`src/rtl/dice_pkg.sv`:
```
// Shared types and constants for the dice roll controller and its helpers.
package dice_pkg;

    typedef enum logic [1:0] {
        IDLE   = 2'd0,
        ROLL   = 2'd1,
        SETTLE = 2'd2,
        DONE   = 2'd3
    } state_t;

    localparam int FACES_DEFAULT = 6;
    localparam int VALUE_W       = 4;

endpackage

```
`src/rtl/edge_detect.sv`:
```
// Registers a synchronous level and flags its rising and falling edges.
// RESET_VAL lets a level that is already high at reset count as "seen".
module edge_detect #(
    parameter logic RESET_VAL = 1'b0
) (
    input  logic clk,
    input  logic rst,
    input  logic d,
    output logic rise,
    output logic fall
);

    logic d_q;

    always_ff @(posedge clk or posedge rst) begin
        if (rst) begin
            d_q <= RESET_VAL;
        end else begin
            d_q <= d;
        end
    end

    assign rise = d & ~d_q;
    assign fall = ~d & d_q;

endmodule

```
`src/rtl/dice_roll_ctrl.sv`:
```
// Dice roll controller: fast face cycling while the button is held, a
// decelerating tumble after release, then a one-cycle done strobe.
module dice_roll_ctrl
    import dice_pkg::*;
#(
    parameter int FACES        = FACES_DEFAULT,
    parameter int TICK_DIV     = 16,
    parameter int SETTLE_STEPS = 8
) (
    input  logic               clk,
    input  logic               rst,
    input  logic               btn,
    output logic [VALUE_W-1:0] value,
    output logic               rolling,
    output logic               done
);

    // div must reach the longest settle period minus one: TICK_DIV*(SETTLE_STEPS+1)-1
    localparam int DIV_W  = $clog2(TICK_DIV * (SETTLE_STEPS + 1));
    localparam int STEP_W = $clog2(SETTLE_STEPS + 1);

    localparam logic [DIV_W-1:0]  ROLL_LAST = DIV_W'(TICK_DIV - 1);
    localparam logic [STEP_W-1:0] STEP_LAST = STEP_W'(SETTLE_STEPS - 1);

    function automatic logic [VALUE_W-1:0] next_face(input logic [VALUE_W-1:0] v);
        return (v == VALUE_W'(FACES)) ? VALUE_W'(1) : v + VALUE_W'(1);
    endfunction

    state_t             state;
    state_t             next_state;
    logic [DIV_W-1:0]   div;
    logic [STEP_W-1:0]  step;
    logic [DIV_W-1:0]   settle_last;
    logic               rise;
    logic               fall;
    logic               roll_tc;
    logic               settle_tc;
    logic               step_last;
    logic               div_clr;
    logic               div_inc;
    logic               step_clr;
    logic               step_inc;
    logic               adv;
    logic               rolling_d;
    logic               done_d;

    // Reset value 1 means a button held through reset needs a fresh press.
    edge_detect #(
        .RESET_VAL (1'b1)
    ) u_btn_edge (
        .clk  (clk),
        .rst  (rst),
        .d    (btn),
        .rise (rise),
        .fall (fall)
    );

    // Settle period for step s is TICK_DIV*(s+2) cycles.
    assign settle_last = DIV_W'(TICK_DIV * (int'(step) + 2) - 1);
    assign roll_tc     = (div == ROLL_LAST);
    assign settle_tc   = (div == settle_last);
    assign step_last   = (step == STEP_LAST);

    always_ff @(posedge clk or posedge rst) begin
        if (rst) begin
            state <= IDLE;
        end else begin
            state <= next_state;
        end
    end

    always_comb begin
        next_state = state;
        unique case (state)
            IDLE:    if (rise) next_state = ROLL;
            ROLL:    if (fall) next_state = SETTLE;
            SETTLE: begin
                if (rise) begin
                    next_state = ROLL;
                end else if (settle_tc && step_last) begin
                    next_state = DONE;
                end
            end
            DONE:    next_state = rise ? ROLL : IDLE;
            default: next_state = IDLE;
        endcase
    end

    always_comb begin
        div_clr  = 1'b0;
        div_inc  = 1'b0;
        step_clr = 1'b0;
        step_inc = 1'b0;
        adv      = 1'b0;
        unique case (state)
            IDLE: div_clr = rise;
            ROLL: begin
                if (fall) begin
                    div_clr  = 1'b1;
                    step_clr = 1'b1;
                end else if (roll_tc) begin
                    adv     = 1'b1;
                    div_clr = 1'b1;
                end else begin
                    div_inc = 1'b1;
                end
            end
            SETTLE: begin
                // A re-press wins over an advance falling on the same edge.
                if (rise) begin
                    div_clr  = 1'b1;
                    step_clr = 1'b1;
                end else if (settle_tc) begin
                    adv      = 1'b1;
                    div_clr  = 1'b1;
                    step_inc = 1'b1;
                end else begin
                    div_inc = 1'b1;
                end
            end
            DONE:    div_clr = rise;
            default: div_clr = 1'b1;
        endcase
        rolling_d = (next_state == ROLL) || (next_state == SETTLE);
        done_d    = (state == DONE);
    end

    always_ff @(posedge clk or posedge rst) begin
        if (rst) begin
            value   <= VALUE_W'(1);
            div     <= '0;
            step    <= '0;
            rolling <= 1'b0;
            done    <= 1'b0;
        end else begin
            if (div_clr) begin
                div <= '0;
            end else if (div_inc) begin
                div <= div + DIV_W'(1);
            end
            if (step_clr) begin
                step <= '0;
            end else if (step_inc) begin
                step <= step + STEP_W'(1);
            end
            if (adv) begin
                value <= next_face(value);
            end
            rolling <= rolling_d;
            done    <= done_d;
        end
    end

endmodule

```
`config.mk`:
```
export PLATFORM = sky130hd
export DESIGN_NAME = dice_roll_ctrl
export DESIGN_NICKNAME = d
export VERILOG_FILES = /design/src/rtl/dice_pkg.sv /design/src/rtl/edge_detect.sv /design/src/rtl/dice_roll_ctrl.sv
export SDC_FILE = /design/constraint.sdc
export NUM_CORES = 1
export LEC_CHECK = 0
export CORE_MARGIN = 4
export CORE_UTILIZATION = 59
export DETAILED_ROUTE_END_ITERATION = 12
export PLACE_DENSITY = 0.84
export SYNTH_ARGS = -nofsm -noshare
export SYNTH_HDL_FRONTEND = slang
export SYNTH_SLANG_ARGS = --single-unit
```
`constraint.sdc`:
```
create_clock -name clk -period 2.35 [get_ports clk]
set_input_delay 0.3525 -clock clk [delete_from_list [all_inputs] [get_ports clk]]
set_output_delay 0.3525 -clock clk [all_outputs]
set_load 0.01 [all_outputs]
```
### Word-level counts from Yosys, hierarchy flattened

Index checks and enable logic that the tools add are counted.
Widths: inputs -> output; s select.

| storage, ports and cells | value |
|---|---|
| register bits after elaboration | 21 |
| bits of input ports | 3 |
| output and inout bits | 6 |
| logic and storage cells | 59 |

| cells by class | value |
|---|---|
| add/sub/neg operators | 5 |
| equality and inequality tests | 9 |
| mux-type cells | 28 |
| bitwise logic cells | 4 |
| reductions and logical operators | 6 |

Operators by type and width:

| operator | number |
|---|---|
| $mux 8 | 2 |
| $mux 1 | 14 |
| $mux 4 | 3 |
| $add 4x1->4 const B | 2 |
| $add 8x1->8 const B | 1 |
| $eq 4x3->1 const B | 2 |
| $eq 8x4->1 const B | 1 |
| $eq 8x8->1 | 1 |
| $mux 2 | 4 |
| $pmux 2 s4 | 1 |
| $sub 8x1->8 const B | 1 |
| $eq 2x2->1 const B | 3 |
| $pmux 1 s2 | 3 |
| $add 4x2->4 const B | 1 |
| $eq 2x1->1 const B | 2 |
| $reduce_bool 2->1 | 2 |
| $pmux 1 s3 | 1 |
| $and 1x1->1 | 2 |
| $logic_not 2->1 | 1 |
| $not 1->1 | 2 |
| $reduce_or 2->1 | 1 |
| $logic_and 1x1->1 | 1 |
| $logic_or 1x1->1 | 1 |

### Longest topological paths before layout

| logic depth | value |
|---|---|
| depth after elaboration | 9 |
| depth in mapped cells | 7 |
| gate-level depth less buffers | 7 |

### Cells and area by module

Synthesis repeated with hierarchy kept, for this count alone.

| second synthesis, totals | value |
|---|---|
| cell total of the unflattened synthesis | 139 |
| area total of the unflattened synthesis | 1393.8 µm² |

Modules (own cells, without submodules):

| module | instances | cells an instance | area each (µm²) | sequential area each (µm²) |
|---|---|---|---|---|
| dice_roll_ctrl | 1 | 135 | 1348.8 | 501.7 |
| edge_detect | 1 | 4 | 45.0 | 26.3 |

### Least setup slack after synthesis

Ideal clock, no wire load.

| timing path | value |
|---|---|
| path kind | register -> register |
| from | reg step[1] |
| to | reg div[2] |
| setup time | 0.078 ns |
| arrival | 1.908 ns |
| data required time | 2.272 ns |
| slack | 0.364 ns |
| cell stages (with the launch flop) | 7 |
| period minus slack after synthesis | 1.986 ns |
| cell sequence | dfrtp_1 > ha_1 > xor2_1 > xnor2_2 > nor4_4 > or4_1 > a21oi_1 |

| on the way | value |
|---|---|
| word-level cells in the longest chain between the ends | 7 |
| elaborated cells on any way between the ends | 11 |
| those cells by class | 2 x add/sub; 1 x eq/ne; 7 x mux; 1 x reduce/logical |

RTL lines:

| what | line | text |
|---|---|---|
| from (decl) | dice_roll_ctrl.sv:32 | `logic [STEP_W-1:0] step;` |
| from (signal assigned) | dice_roll_ctrl.sv:144 | `step <= step + STEP_W'(1);` |
| $add 4x2->4 * | dice_roll_ctrl.sv:59 | `assign settle_last = DIV_W'(TICK_DIV * (int'(step) + 2) - 1);` |
| $sub 8x1->8 * | dice_roll_ctrl.sv:59 |  |
| $eq 8x8->1 * | dice_roll_ctrl.sv:61 | `assign settle_tc = (div == settle_last);` |
| $mux 1 | dice_roll_ctrl.sv:113 | `end else if (settle_tc) begin` |
| $mux 1 | dice_roll_ctrl.sv:110 | `if (rise) begin` |
| $pmux 1 s3 / $pmux 1 s2 (equally long branches) | dice_roll_ctrl.sv:95 | `unique case (state)` |
| $mux 8 / $reduce_bool 2->1 (equally long branches) | -- |  |
| to (signal assigned) | dice_roll_ctrl.sv:139 | `div <= div + DIV_W'(1);` |
| to (decl) | dice_roll_ctrl.sv:31 | `logic [DIV_W-1:0] div;` |

Every way passes the cells marked *; elsewhere a longest branch is shown, timed or not.
A chain may end at the register's enable or synchronous reset.

### Worst setup path in the final report

| timing path | value |
|---|---|
| from | reg step[1] |
| to | reg div[4] |

Same word-level chain as after synthesis.

==> flow_summary.yaml <==
grt:
  track_usage: 0.216
  grt_pass1_vias: 1358
  overflow: 0
  grt_pass1_wl_um: 5780
  grt_max_degree: 22
  antenna_found_initial: 0
sta:
  fmax_mhz: 460
  setup_ws_ns: 0.178
  hold_slack_ns: 0.491
  rsz0062_at_grt: "false"
  final-setup-viol-count: 0
  period_needed_ns: 2.17
  maxSlewViolCount: 0
  setup_tns_ns: 0
  worst_pin_slew_ns: 0.818
  fin_skew_ns: 0.00277
  hold_viol_final: 0
  max_slew_margin: 0.454
  layout_worst_path_cycle_share: 0.924
power:
  swShare: 0.392
  leakage_nw: 0.676
  max-vdd-ir-drop_mv: 0.448
  net-switching-power_uw: 409
  power.share.clock: 0.169
  p_per_area_nw_per_um2: 604
  power_frac_comb: 0.430
  power.share.sequential: 0.401
  power.internal_uw: 635
yosys:
  yosysMostFrequentCell: "dfrtp_1"
  synth-async-reset-ratio: 1.00
  netlist.area_leader.share: 0.313
  synth_commonest_cells: "19 x dfrtp_1, 12 x a21oi_1, 9 x ha_1, 9 x inv_1, 7 x nor2_1"
  synthTopCellsByArea: "dfrtp_1 31%, ha_1 7.4%, a21oi_1 3.9%, dfstp_2 3.5%, xnor2_1 2.9%"
  syn-mean-instance-area_um2: 9.82
  synth_cells: 155
  ys_warn_count: 0
  yosys.area.top_type: "dfrtp_1"
  ys_ff_latch: 21
  synth.yosys.seq_area_share: 0.347
  syn_nets: 167
  synth-edff-count: 0
  yosysUniqueCellTypes: 55
  netlist_area_um2: 1520
  synthFlopType: "dfrtp_1"
critical_path:
  cp-end-kind: "flop"
  critPathArrivalTime_ns: 2.41
  startpoint_type: "flop"
  r2r_slack_ns: 0.18
  worstRegToRegCells: 6
  rr_endpoint: "div[4]"
  cp-startpoint: "step[1]"
  critPathKind: "reg -> reg"
  worstPathRequired_ns: 2.58
  r2r-start: "step[1]"
  path_max_fanout: 9
hold_path:
  hold_class: "in -> async"
placement:
  gp_congestion: 0.945
  dp_hpwl_um: 2560
  pre_cts_slack_ns: 0.117
  port-buffer-count: 8
  dpl_cell_area_um2: 1670
clock_network:
  clk_latency_ns: 0.31
  clockBufferDepth: 2
  tritoncts: "yes"
  cts_hold_buf: 0
  numCtsBuffers: 3
  cts_sinks: 21
  cts-htree-levels: 1
  cts-root-buf: "clkbuf_4"
  path_clk_slew_ns: 0.12
detailed_routing:
  dr.pass1.iters: 4
  via_count: 1314
  wire_per_inst_um: 17.1
  detailedRoute.firstIterationViolations: 62
  ant_nets: 0
  vias_per_cell: 6.47
  drc: 0
  routed.top_layer: "met4"
  wirelength_met1_um: 1410
  dr_wl_met3_um: 160
  routed_wl_um: 3470
  wl_met2_um: 1780
final_layout:
  antennaDiodeCount: 0
  postLayoutCoreUtil: 0.697
  final_area_um2: 1730
  nNetsFinal: 186
  drive_gt1_frac: 0.168
  area_delta_synth_final_pct: 13.5
job:
  cap_violations: 0
die:
  initial_core_util: 0.614
  ios: 9
  core-area_um2: 2480
  die_h_um: 58.8
  row_count: 18
  die_w_um: 58.8
  die_area_um2: 3460
run_status:
  outcome: "finished clean"
## per-stage QoR
| step | power (mW) | instances |
|---|---|---|
| after global placement | 0.832 | 196 |
| after CTS | 1.04 | 200 |
| after global routing | 1.11 | 203 |
| final | 1.04 | 203 |
| after detailed placement | 0.859 | 196 |
| after floorplan | 0.731 | 155 |
## critical path, cell delays in order (launching register included)
cell     delay (ns)
dfrtp_1        0.45
ha_1           0.35
xor2_2         0.18
xnor2_2        0.33
nor4_4         0.13
or4_1          0.48
a21oi_1        0.18
## cell usage in the layout, fill, tap and decap left out, types with 3 or more instances in the layout
cell and n:
xnor2_1 5, ha_1 9, nand3b_1 3, nor2b_1 3, buf_4 9, a211oi_1 4, nor4_1 3, dfrtp_1 19
inv_1 9, nand4_1 4, clkbuf_4 3, nand2b_1 5, a21oi_1 12, nor3_1 4, nand3_1 4, clkdlybuf4s50_1 8
o21ai_1 5, nand2_1 6, nor2_1 7, or3_1 3
## how the worst max path moves through the flow
stage                          to  depth (start not counted)
final                      div[4]                          6
after global routing      step[2]                          6
after CTS                 step[2]                          6
after detailed placement   div[2]                          6
after global placement     div[7]                          7
after floorplan            div[2]                          6
## cell families (layout without fill, tap and decap cells)
logic type	count (synthesis)	count (layout)	share of synthesized area
AO/OA/AOI/OAI	43	43	0.206
XOR/XNOR	12	12	0.0962
multiplexers	2	2	0.0132
adder cells (fa/ha/maj)	9	9	0.0740
AND/OR/NAND/NOR	55	55	0.230
flip-flops	21	21	0.347
buffers and inverters	13	31	0.0337
## sequential cells by signal (all words and copies together), names as in the netlist
name and flops:
div 8, step 4, value 4, state 2, done 1, rolling 1, u_btn_edge.d_q 1
## power by group through the flow
stage | clock network [mW] | logic (mW) | registers (mW)
6_report | 0.176 | 0.448 | 0.419
5_1_grt | 0.199 | 0.483 | 0.425
4_1_cts | 0.180 | 0.436 | 0.419
3_5_place_dp | 0 | 0.432 | 0.427
3_3_place_gp | 0 | 0.408 | 0.424
2_1_floorplan | 0 | 0.305 | 0.426
## metal layers
metal,vias up,GRT usage
met5,-,0
met1,634,0.251
met2,46,0.379
met3,16,0.0285
li1,618,-
met4,0,0.123
## final cells by class
type	count	area, um^2
multi-input combinational	121	950
fill	195	751
sequential	21	528
timing repair buffer	17	148
inverter	10	37.5
tap	30	37.5
clock buffer	4	26.3
## timing repair
item	CTS	global route
gates resized for setup	0	1
setup endpoints to repair	0	3
buffers inserted	0	3
hold endpoints to repair	0	0
No activity file was read; power rests on OpenSTA's default activity.
